$ cat src/rtl/rv_wb_pkg.sv
// Shared types and width helpers for the retire buffer.
package rv_wb_pkg;

    localparam int unsigned RaddrMax = 5;
    localparam int unsigned DataW    = 32;

    // Register address width: 16-entry regfile when embedded, else 32.
    function automatic int unsigned raddr_w(input int unsigned embedded);
        return (embedded != 0) ? 4 : 5;
    endfunction

    function automatic int unsigned wb_tag_w(input int unsigned depth);
        return $clog2(depth);
    endfunction

    // Slot payload. The address field is sized for the wider regfile.
    typedef struct packed {
        logic [RaddrMax-1:0] addr;
        logic [DataW-1:0]    data;
    } slot_t;

endpackage

$ cat src/rtl/retire_buffer_if.sv
// Issue/completion/writeback/forwarding bundle between dispatch, execute and regfile.
interface retire_buffer_if #(
    parameter int unsigned embedded = 1,
    parameter int unsigned wb_depth = 16
) ();
    import rv_wb_pkg::*;

    localparam int unsigned RaddrW = raddr_w(embedded);
    localparam int unsigned TagW   = wb_tag_w(wb_depth);

    logic              IssueValid;
    logic              IssueFull;
    logic              CplValid;
    logic [TagW-1:0]   CplTag;
    logic [RaddrW-1:0] CplAddr;
    logic [31:0]       CplData;
    logic [RaddrW-1:0] WbAddr;
    logic [TagW-1:0]   WbTag;
    logic [31:0]       RdData;
    logic [TagW-1:0]   Rs1Tag;
    logic [TagW-1:0]   Rs2Tag;
    logic [31:0]       Rs1Fwd;
    logic [31:0]       Rs2Fwd;
    logic              Rs1FwdValid;
    logic              Rs2FwdValid;
    logic              CplErr;

    modport master (
        output IssueValid, CplValid, CplTag, CplAddr, CplData, Rs1Tag, Rs2Tag,
        input  IssueFull, WbAddr, WbTag, RdData, Rs1Fwd, Rs2Fwd, Rs1FwdValid, Rs2FwdValid,
               CplErr
    );

    modport slave (
        input  IssueValid, CplValid, CplTag, CplAddr, CplData, Rs1Tag, Rs2Tag,
        output IssueFull, WbAddr, WbTag, RdData, Rs1Fwd, Rs2Fwd, Rs1FwdValid, Rs2FwdValid,
               CplErr
    );

endinterface

$ cat src/rtl/retire_slot_file.sv
// Tag-indexed slot storage: one write port, one clear port, three read ports.
module retire_slot_file
    import rv_wb_pkg::*;
#(
    parameter int unsigned Depth = 16,
    parameter int unsigned TagW  = wb_tag_w(Depth)
) (
    input  logic             clk,
    input  logic             rst,
    input  logic             i_wr_en,
    input  logic [TagW-1:0]  i_wr_tag,
    input  slot_t            i_wr_slot,
    output logic             o_wr_busy,
    input  logic             i_clr_en,
    input  logic [TagW-1:0]  i_clr_tag,
    input  logic [TagW-1:0]  i_head_tag,
    output logic             o_head_valid,
    output slot_t            o_head_slot,
    input  logic [TagW-1:0]  i_rs1_tag,
    output logic             o_rs1_valid,
    output logic [DataW-1:0] o_rs1_data,
    input  logic [TagW-1:0]  i_rs2_tag,
    output logic             o_rs2_valid,
    output logic [DataW-1:0] o_rs2_data
);

    logic [Depth-1:0] r_valid;
    slot_t            r_slot [Depth];

    // Valid bits: cleared on retirement, set on an accepted completion.
    always_ff @(posedge clk or negedge rst) begin
        if (!rst) begin
            r_valid <= '0;
        end else begin
            if (i_clr_en) r_valid[i_clr_tag] <= 1'b0;
            if (i_wr_en)  r_valid[i_wr_tag]  <= 1'b1;
        end
    end

    // Payload storage; unreset because every read is qualified by its valid bit.
    always_ff @(posedge clk) begin
        if (i_wr_en) r_slot[i_wr_tag] <= i_wr_slot;
    end

    // Combinational read ports.
    always_comb begin
        o_wr_busy    = r_valid[i_wr_tag];
        o_head_valid = r_valid[i_head_tag];
        o_head_slot  = r_slot[i_head_tag];
        o_rs1_valid  = r_valid[i_rs1_tag];
        o_rs1_data   = r_slot[i_rs1_tag].data;
        o_rs2_valid  = r_valid[i_rs2_tag];
        o_rs2_data   = r_slot[i_rs2_tag].data;
    end

endmodule

$ cat src/rtl/retire_buffer.sv
// In-order retirement of out-of-order completions, with operand forwarding.
module retire_buffer
    import rv_wb_pkg::*;
#(
    parameter int unsigned embedded = 1,
    parameter int unsigned wb_depth = 16
) (
    input  logic           clk,
    input  logic           rst,
    retire_buffer_if.slave bus
);

    localparam int unsigned     RaddrW  = raddr_w(embedded);
    localparam int unsigned     TagW    = wb_tag_w(wb_depth);
    localparam int unsigned     CntW    = TagW + 1;
    localparam logic [CntW-1:0] FullCnt = CntW'(wb_depth);

    logic [TagW-1:0]  r_head, w_head_nxt;
    logic [CntW-1:0]  r_outstanding, w_outstanding_nxt;
    logic             r_cpl_err, w_cpl_err_nxt;

    logic             w_head_valid;
    slot_t            w_head_slot;
    logic             w_wr_busy;
    logic             w_rs1_valid, w_rs2_valid;
    logic [DataW-1:0] w_rs1_data, w_rs2_data;
    slot_t            w_wr_slot;
    logic             w_full, w_retire, w_issue_ok, w_issue_err, w_cpl_bad, w_cpl_ok;
    logic             w_unused_addr;

    retire_slot_file #(
        .Depth (wb_depth)
    ) u_slot_file (
        .clk          (clk),
        .rst          (rst),
        .i_wr_en      (w_cpl_ok),
        .i_wr_tag     (bus.CplTag),
        .i_wr_slot    (w_wr_slot),
        .o_wr_busy    (w_wr_busy),
        .i_clr_en     (w_retire),
        .i_clr_tag    (r_head),
        .i_head_tag   (r_head),
        .o_head_valid (w_head_valid),
        .o_head_slot  (w_head_slot),
        .i_rs1_tag    (bus.Rs1Tag),
        .o_rs1_valid  (w_rs1_valid),
        .o_rs1_data   (w_rs1_data),
        .i_rs2_tag    (bus.Rs2Tag),
        .o_rs2_valid  (w_rs2_valid),
        .o_rs2_data   (w_rs2_data)
    );

    // Accept/reject decisions for this cycle's issue and completion.
    always_comb begin
        w_full      = (r_outstanding == FullCnt);
        w_retire    = w_head_valid;
        // A retirement this cycle frees a tag, so an issue while full is still legal.
        w_issue_ok  = bus.IssueValid && (!w_full || w_retire);
        w_issue_err = bus.IssueValid && !w_issue_ok;
        w_cpl_bad   = bus.CplValid &&
                      (w_wr_busy || (bus.CplAddr == '0) || (r_outstanding == '0));
        w_cpl_ok    = bus.CplValid && !w_cpl_bad;
        w_wr_slot.addr = RaddrMax'(bus.CplAddr);
        w_wr_slot.data = bus.CplData;
    end

    // Next-state for head pointer, outstanding count and sticky error.
    always_comb begin
        w_head_nxt        = r_head;
        w_outstanding_nxt = r_outstanding;
        w_cpl_err_nxt     = r_cpl_err | w_issue_err | w_cpl_bad;
        if (w_retire) w_head_nxt = r_head + TagW'(1);
        case ({w_issue_ok, w_retire})
            2'b10:   w_outstanding_nxt = r_outstanding + CntW'(1);
            2'b01:   w_outstanding_nxt = r_outstanding - CntW'(1);
            default: w_outstanding_nxt = r_outstanding;
        endcase
    end

    // State registers; head starts at tag 1, the first tag dispatch allocates.
    always_ff @(posedge clk or negedge rst) begin
        if (!rst) begin
            r_head        <= TagW'(1);
            r_outstanding <= '0;
            r_cpl_err     <= 1'b0;
        end else begin
            r_head        <= w_head_nxt;
            r_outstanding <= w_outstanding_nxt;
            r_cpl_err     <= w_cpl_err_nxt;
        end
    end

    // Upper address bit of the slot is spare on the embedded regfile.
    assign w_unused_addr = ^w_head_slot.addr;

    assign bus.IssueFull   = w_full;
    assign bus.WbAddr      = w_head_valid ? w_head_slot.addr[RaddrW-1:0] : '0;
    assign bus.WbTag       = r_head;
    assign bus.RdData      = w_head_valid ? w_head_slot.data : '0;
    assign bus.Rs1FwdValid = w_rs1_valid;
    assign bus.Rs1Fwd      = w_rs1_valid ? w_rs1_data : '0;
    assign bus.Rs2FwdValid = w_rs2_valid;
    assign bus.Rs2Fwd      = w_rs2_valid ? w_rs2_data : '0;
    assign bus.CplErr      = r_cpl_err;

endmodule
$ cat src/flat_wrapper.sv
// flat-port wrapper written by rule: the top's interface ports become plain ports
module retire_buffer_flat import rv_wb_pkg::*;
#(
    parameter int unsigned embedded = 1,
    parameter int unsigned wb_depth = 16
)
  (clk, rst, bus_IssueValid, bus_CplValid, bus_CplTag, bus_CplAddr, bus_CplData, bus_Rs1Tag, bus_Rs2Tag, bus_IssueFull, bus_WbAddr, bus_WbTag, bus_RdData, bus_Rs1Fwd, bus_Rs2Fwd, bus_Rs1FwdValid, bus_Rs2FwdValid, bus_CplErr);
  retire_buffer_if #(.embedded(embedded), .wb_depth(wb_depth)) bus_i ();
  input  logic clk;
  input  logic rst;
  input wire logic [$bits(bus_i.IssueValid)-1:0] bus_IssueValid;
  input wire logic [$bits(bus_i.CplValid)-1:0] bus_CplValid;
  input wire logic [$bits(bus_i.CplTag)-1:0] bus_CplTag;
  input wire logic [$bits(bus_i.CplAddr)-1:0] bus_CplAddr;
  input wire logic [$bits(bus_i.CplData)-1:0] bus_CplData;
  input wire logic [$bits(bus_i.Rs1Tag)-1:0] bus_Rs1Tag;
  input wire logic [$bits(bus_i.Rs2Tag)-1:0] bus_Rs2Tag;
  output wire logic [$bits(bus_i.IssueFull)-1:0] bus_IssueFull;
  output wire logic [$bits(bus_i.WbAddr)-1:0] bus_WbAddr;
  output wire logic [$bits(bus_i.WbTag)-1:0] bus_WbTag;
  output wire logic [$bits(bus_i.RdData)-1:0] bus_RdData;
  output wire logic [$bits(bus_i.Rs1Fwd)-1:0] bus_Rs1Fwd;
  output wire logic [$bits(bus_i.Rs2Fwd)-1:0] bus_Rs2Fwd;
  output wire logic [$bits(bus_i.Rs1FwdValid)-1:0] bus_Rs1FwdValid;
  output wire logic [$bits(bus_i.Rs2FwdValid)-1:0] bus_Rs2FwdValid;
  output wire logic [$bits(bus_i.CplErr)-1:0] bus_CplErr;
  assign bus_i.IssueValid = bus_IssueValid;
  assign bus_i.CplValid = bus_CplValid;
  assign bus_i.CplTag = bus_CplTag;
  assign bus_i.CplAddr = bus_CplAddr;
  assign bus_i.CplData = bus_CplData;
  assign bus_i.Rs1Tag = bus_Rs1Tag;
  assign bus_i.Rs2Tag = bus_Rs2Tag;
  assign bus_IssueFull = bus_i.IssueFull;
  assign bus_WbAddr = bus_i.WbAddr;
  assign bus_WbTag = bus_i.WbTag;
  assign bus_RdData = bus_i.RdData;
  assign bus_Rs1Fwd = bus_i.Rs1Fwd;
  assign bus_Rs2Fwd = bus_i.Rs2Fwd;
  assign bus_Rs1FwdValid = bus_i.Rs1FwdValid;
  assign bus_Rs2FwdValid = bus_i.Rs2FwdValid;
  assign bus_CplErr = bus_i.CplErr;
  retire_buffer #(.embedded(embedded), .wb_depth(wb_depth)) u_core (.clk(clk), .rst(rst), .bus(bus_i));
endmodule
$ cat config.mk
export PLATFORM = sky130hd
export DESIGN_NAME = retire_buffer_flat
export DESIGN_NICKNAME = d
export VERILOG_FILES = /design/src/rtl/rv_wb_pkg.sv /design/src/rtl/retire_buffer_if.sv /design/src/rtl/retire_slot_file.sv /design/src/rtl/retire_buffer.sv /design/src/flat_wrapper.sv
export SDC_FILE = /design/constraint.sdc
export NUM_CORES = 1
export LEC_CHECK = 0
export ABC_CLOCK_PERIOD_IN_PS = 5000
export BUFFER_PORTS_ARGS = -buffer_cell sky130_fd_sc_hd__buf_4
export CORE_MARGIN = 2
export CORE_UTILIZATION = 42
export DETAILED_ROUTE_END_ITERATION = 8
export PLACE_DENSITY = 0.6
export SETUP_SLACK_MARGIN = 0.15
export SYNTH_ARGS = -nofsm -noshare
export SYNTH_HDL_FRONTEND = slang
export SYNTH_SLANG_ARGS = --single-unit
$ cat constraint.sdc
create_clock -name clk -period 5 [get_ports clk]
set_input_delay 1 -clock clk [delete_from_list [all_inputs] [get_ports clk]]
set_output_delay 1 -clock clk [all_outputs]
set_load 0.005 [all_outputs]
==> results by stage <==
Run status:
- The run finished with clean final reports.

Drt:
- Summing over every cut layer, the via total after detailed routing is 17934.
- In the routed design, unresolved DRC markers number 0.
- In this run the remaining antenna-violating nets after routing total 0.
- The total wire length is between 90000 and 100000 um.
- In this run, the number of DRC markers left after iteration 0 of detailed routing was 1958.
- Before antenna repair, the detailed router went through 5 iterations.
- The wire length per cell is between 30 and 40 um.
- After detailed routing, the number of vias per cell comes to 6.68.

STA:
- Summed over all failing endpoints, the final setup total negative slack is 0 ps.
- The slew of the pin with the lowest slew margin is 915 ps.
- In this run the tightest slew margin relative to its limit is roughly 38%.
- The maximum frequency from static timing analysis is around 220 MHz.
- Hold is met by 293 ps.
- The final-report max-slew violation count came to 0.
- Setup violations remaining at the end of the flow were counted as 0.
- After layout, the minimum clock period comes to 4470 ps.
- Setup repair after global routing left no endpoint under its margin.
- For the final database, setup skew stands at 20.4 ps.
- The worst path uses 89.4% of the clock period.
- The final-report hold violation count is 0.

Pwr:
- The share of total power dissipated in the clock network is 28.3%.
- The combinational share of power is 35.5%.
- The internal portion of the total power is 11.7 mW.
- The switching portion of total power is 31.6%.
- Dividing total power by cell area gives a power density of around 470 nW/um2.
- VDD sags by at most 0.336 mV.
- In this run the static leakage power is 11.8 nW.
- In this run the power spent charging and discharging nets is 5.40 mW.
- The proportion of power drawn by flip-flops and latches is 36.2%.

CTS:
- In this run the clock root is driven by a sky130_fd_sc_hd__clkbuf_16.
- Buffers inserted to repair hold after CTS numbered 0.
- CTS built an H-tree with a depth of 3.
- The insertion delay to the later sink of the worst-skew pair is between 600 and 700 ps.
- The number of sinks handled by clock tree synthesis is 602.
- Buffers inserted during clock tree synthesis total 70.
- The post-CTS setup repair buffer count is 0.
- The maximum clock insertion buffer count is 3.
- After clock tree synthesis, the repair step resized 0 gates.
- Clock-pin slew was measured on the worst setup and hold paths at 60 ps.
- The CTS tree is yes.

Critical path:
- The count of buffering cells on the critical path with inverters included is 2.
- In this design, the stage delay of the slowest critical-path cell is 1010 ps.
- The worst setup path is of the reg -> out kind.
- The signal on the critical path passes through buf_4, mux4_2, mux4_2, nor2b_1, buf_4.
- STA classifies the critical path startpoint as a flop.
- The data arrival time at the worst-slack endpoint is about 3500 ps.
- The kind of cell with the highest combined delay along the critical path is multiplexers.
- At the worst endpoint, the required time is 4000 ps.
- The endpoint kind of the worst setup timing path is an output pin.
- Along the worst path, the maximum fanout reaches 29.
- Among all stages on the critical path, the largest delay is contributed by sky130_fd_sc_hd__dfstp_4.

Layout:
- The fraction of final layout cells sized beyond drive strength 1 is 50.5%.
- The final net count is 1718.
- Leaving out fill and tap cells, the most frequent cell in the layout is sky130_fd_sc_hd__edfxtp_1.
- Leaving out fill and tap cells, the most frequent cells in the layout are sky130_fd_sc_hd__edfxtp_1, sky130_fd_sc_hd__mux4_2, sky130_fd_sc_hd__buf_4.
- The area growth from synthesis to layout is 15.5%.
- Once layout is complete, the utilization of the core stands at 49.1%.

Min path:
- The path class of the tightest hold or removal check is in -> async.

Global routing:
- The initial antenna violation count came to 4.
- The wire length of the first global-routing pass is about 140000 um.
- Global routing used between 20 and 25% of the available tracks.
- The largest net degree at the start of global routing is 80.
- The total grt overflow is 0.
- The number of global-route vias before repair was 18975.

Synth:
- The primary flip-flop cell chosen by synthesis mapping is sky130_fd_sc_hd__edfxtp_1.
- The async set-reset flop share out of synthesis is 4.32%.
- In this run, synthesis inferred between 500 and 600 flip-flops with an integrated enable.
- The proportion of netlist area held by the largest area contributor is 54.5%.
- In this run, synthesis produced a sequential element count of 602.
- Summing every instance area after synthesis gives 31800 um2.
- The post-synthesis instance total is 1498.
- The share of the Yosys chip area taken by registers is a little under three fifths.
- The post-synthesis cell type with the largest combined area is sky130_fd_sc_hd__edfxtp_1.
- The yosys synthesis warning count is 0.
- The synthesized netlist net count is roughly 1600.
- The synthesized area per cell is 21.2 um2.
- The count of unique library cells instantiated by Yosys is 40.
- In the post-synthesis netlist, the biggest area contributors are sky130_fd_sc_hd__edfxtp_1, sky130_fd_sc_hd__mux4_2, sky130_fd_sc_hd__nor2b_1.

Placed design:
- The HPWL after detailed placement is around 55000 um.
- At the end of routability-driven placement, the weighted congestion stood at roughly 0.81.
- During placement, the flow inserted port buffers numbering 159.

Die:
- The die covers just under 80000 um2.
- The floorplan step set the die width to between 200 and 300 um.
- The number of placement rows is 100.
- The starting density of the core is 42.5%.
- The height of the die is 279 um.
- The number of primary I/O pins is 160.
- The floorplan core area is 74700 um2.

Flow run:
- The max-capacitance violation count is 0.
-- per-layer routing --
metal | up-vias | part of all wire (%) | track usage (%)
met3 | 212 | 8.3 | 5.41
met1 | 9786 | 39 | 32.8
met2 | 931 | 49 | 39.3
met5 | - | 0.033 | 0
li1 | 7001 | - | -
met4 | 4 | 3.4 | 8.41
-- metrics by stage --
step	setup slack (ps)	instance area, um2	cells	total power [mW]
floorplan	-551	31800	1498	9.93
global placement	805	34500	2555	12.4
detailed placement	808	34500	2555	12.4
CTS	458	36700	2681	17.3
global route	375	36700	2683	17.8
finish	528	36700	2683	17.1
-- path summary, 6_finish.rpt --
kind / start / endpoint / slack (ps) / depth (start not counted)
setup / recovery: u_core.bus.WbTag[0]$_DFFE_PN1P_ / bus_RdData[15] / 530 / 5
hold / removal: rst / u_core.r_outstanding[2]$_DFFE_PN0P_ / 290 / 1
setup reg to reg: u_core.bus.WbTag[3]$_DFFE_PN0P_ / u_core.r_outstanding[4]$_DFFE_PN0P_ / 1250 / 11
hold reg to reg: u_core.bus.CplErr$_DFF_PN0_ / u_core.bus.CplErr$_DFF_PN0_ / 490 / 2
max in group asynchronous: rst / u_core.bus.WbTag[2]$_DFFE_PN0P_ / 4380 / 1
min in group clk: u_core.bus.CplErr$_DFF_PN0_ / u_core.bus.CplErr$_DFF_PN0_ / 490 / 2
-- Yosys cell counts (5+ instances only) --
cell type	instances
sky130_fd_sc_hd__a21o_1	17
sky130_fd_sc_hd__dfrtp_1	25
sky130_fd_sc_hd__nand2_1	29
sky130_fd_sc_hd__mux2i_1	13
sky130_fd_sc_hd__edfxtp_1	576
sky130_fd_sc_hd__nor3_1	7
sky130_fd_sc_hd__nor2b_1	103
sky130_fd_sc_hd__nor2_1	10
sky130_fd_sc_hd__mux4_2	516
sky130_fd_sc_hd__ha_1	7
sky130_fd_sc_hd__a21oi_1	5
sky130_fd_sc_hd__buf_2	41
sky130_fd_sc_hd__clkbuf_1	76
sky130_fd_sc_hd__nor4_1	10
sky130_fd_sc_hd__inv_1	7
sky130_fd_sc_hd__buf_1	13
-- final cells by class --
class | count | area (um2)
diodes | 2 | 5.00
multi-input cells | 755 | 13400
inverters | 7 | 26.3
clock inverters | 44 | 349
well taps | 969 | 1210
clock buffers | 82 | 1820
repair buffers | 222 | 1910
flip-flops and latches | 602 | 18000
fillers | 5966 | 38000
-- kinds of logic after synthesis --
family | synth area share [%]
AND/OR/NAND/NOR | 3.10
multiplexers | 37.3
buffers and inverters | 1.91
XOR/XNOR | 0.165
adder cells (fa/ha/maj) | 0.339
AO/OA/AOI/OAI | 0.693
flip-flops | 56.5
-- registers in the layout (all words and copies together), names as in the netlist --
register and count:
u_core.bus.CplErr 1, u_core.bus.WbTag 4, u_core.r_outstanding 5, u_core.u_slot_file.r_slot 576, u_core.u_slot_file.r_valid 16
-- power groups by stage --
stage / Sequential, mW / Combinational (mW) / Clock (mW)
finish: 6.18 / 6.05 / 4.84
global placement: 6.28 / 6.11 / 0
floorplan: 5.98 / 3.95 / 0
global route: 6.22 / 6.45 / 5.13
CTS: 6.18 / 6.15 / 4.93
detailed placement: 6.28 / 6.14 / 0
(Power assumes the default switching activity.)
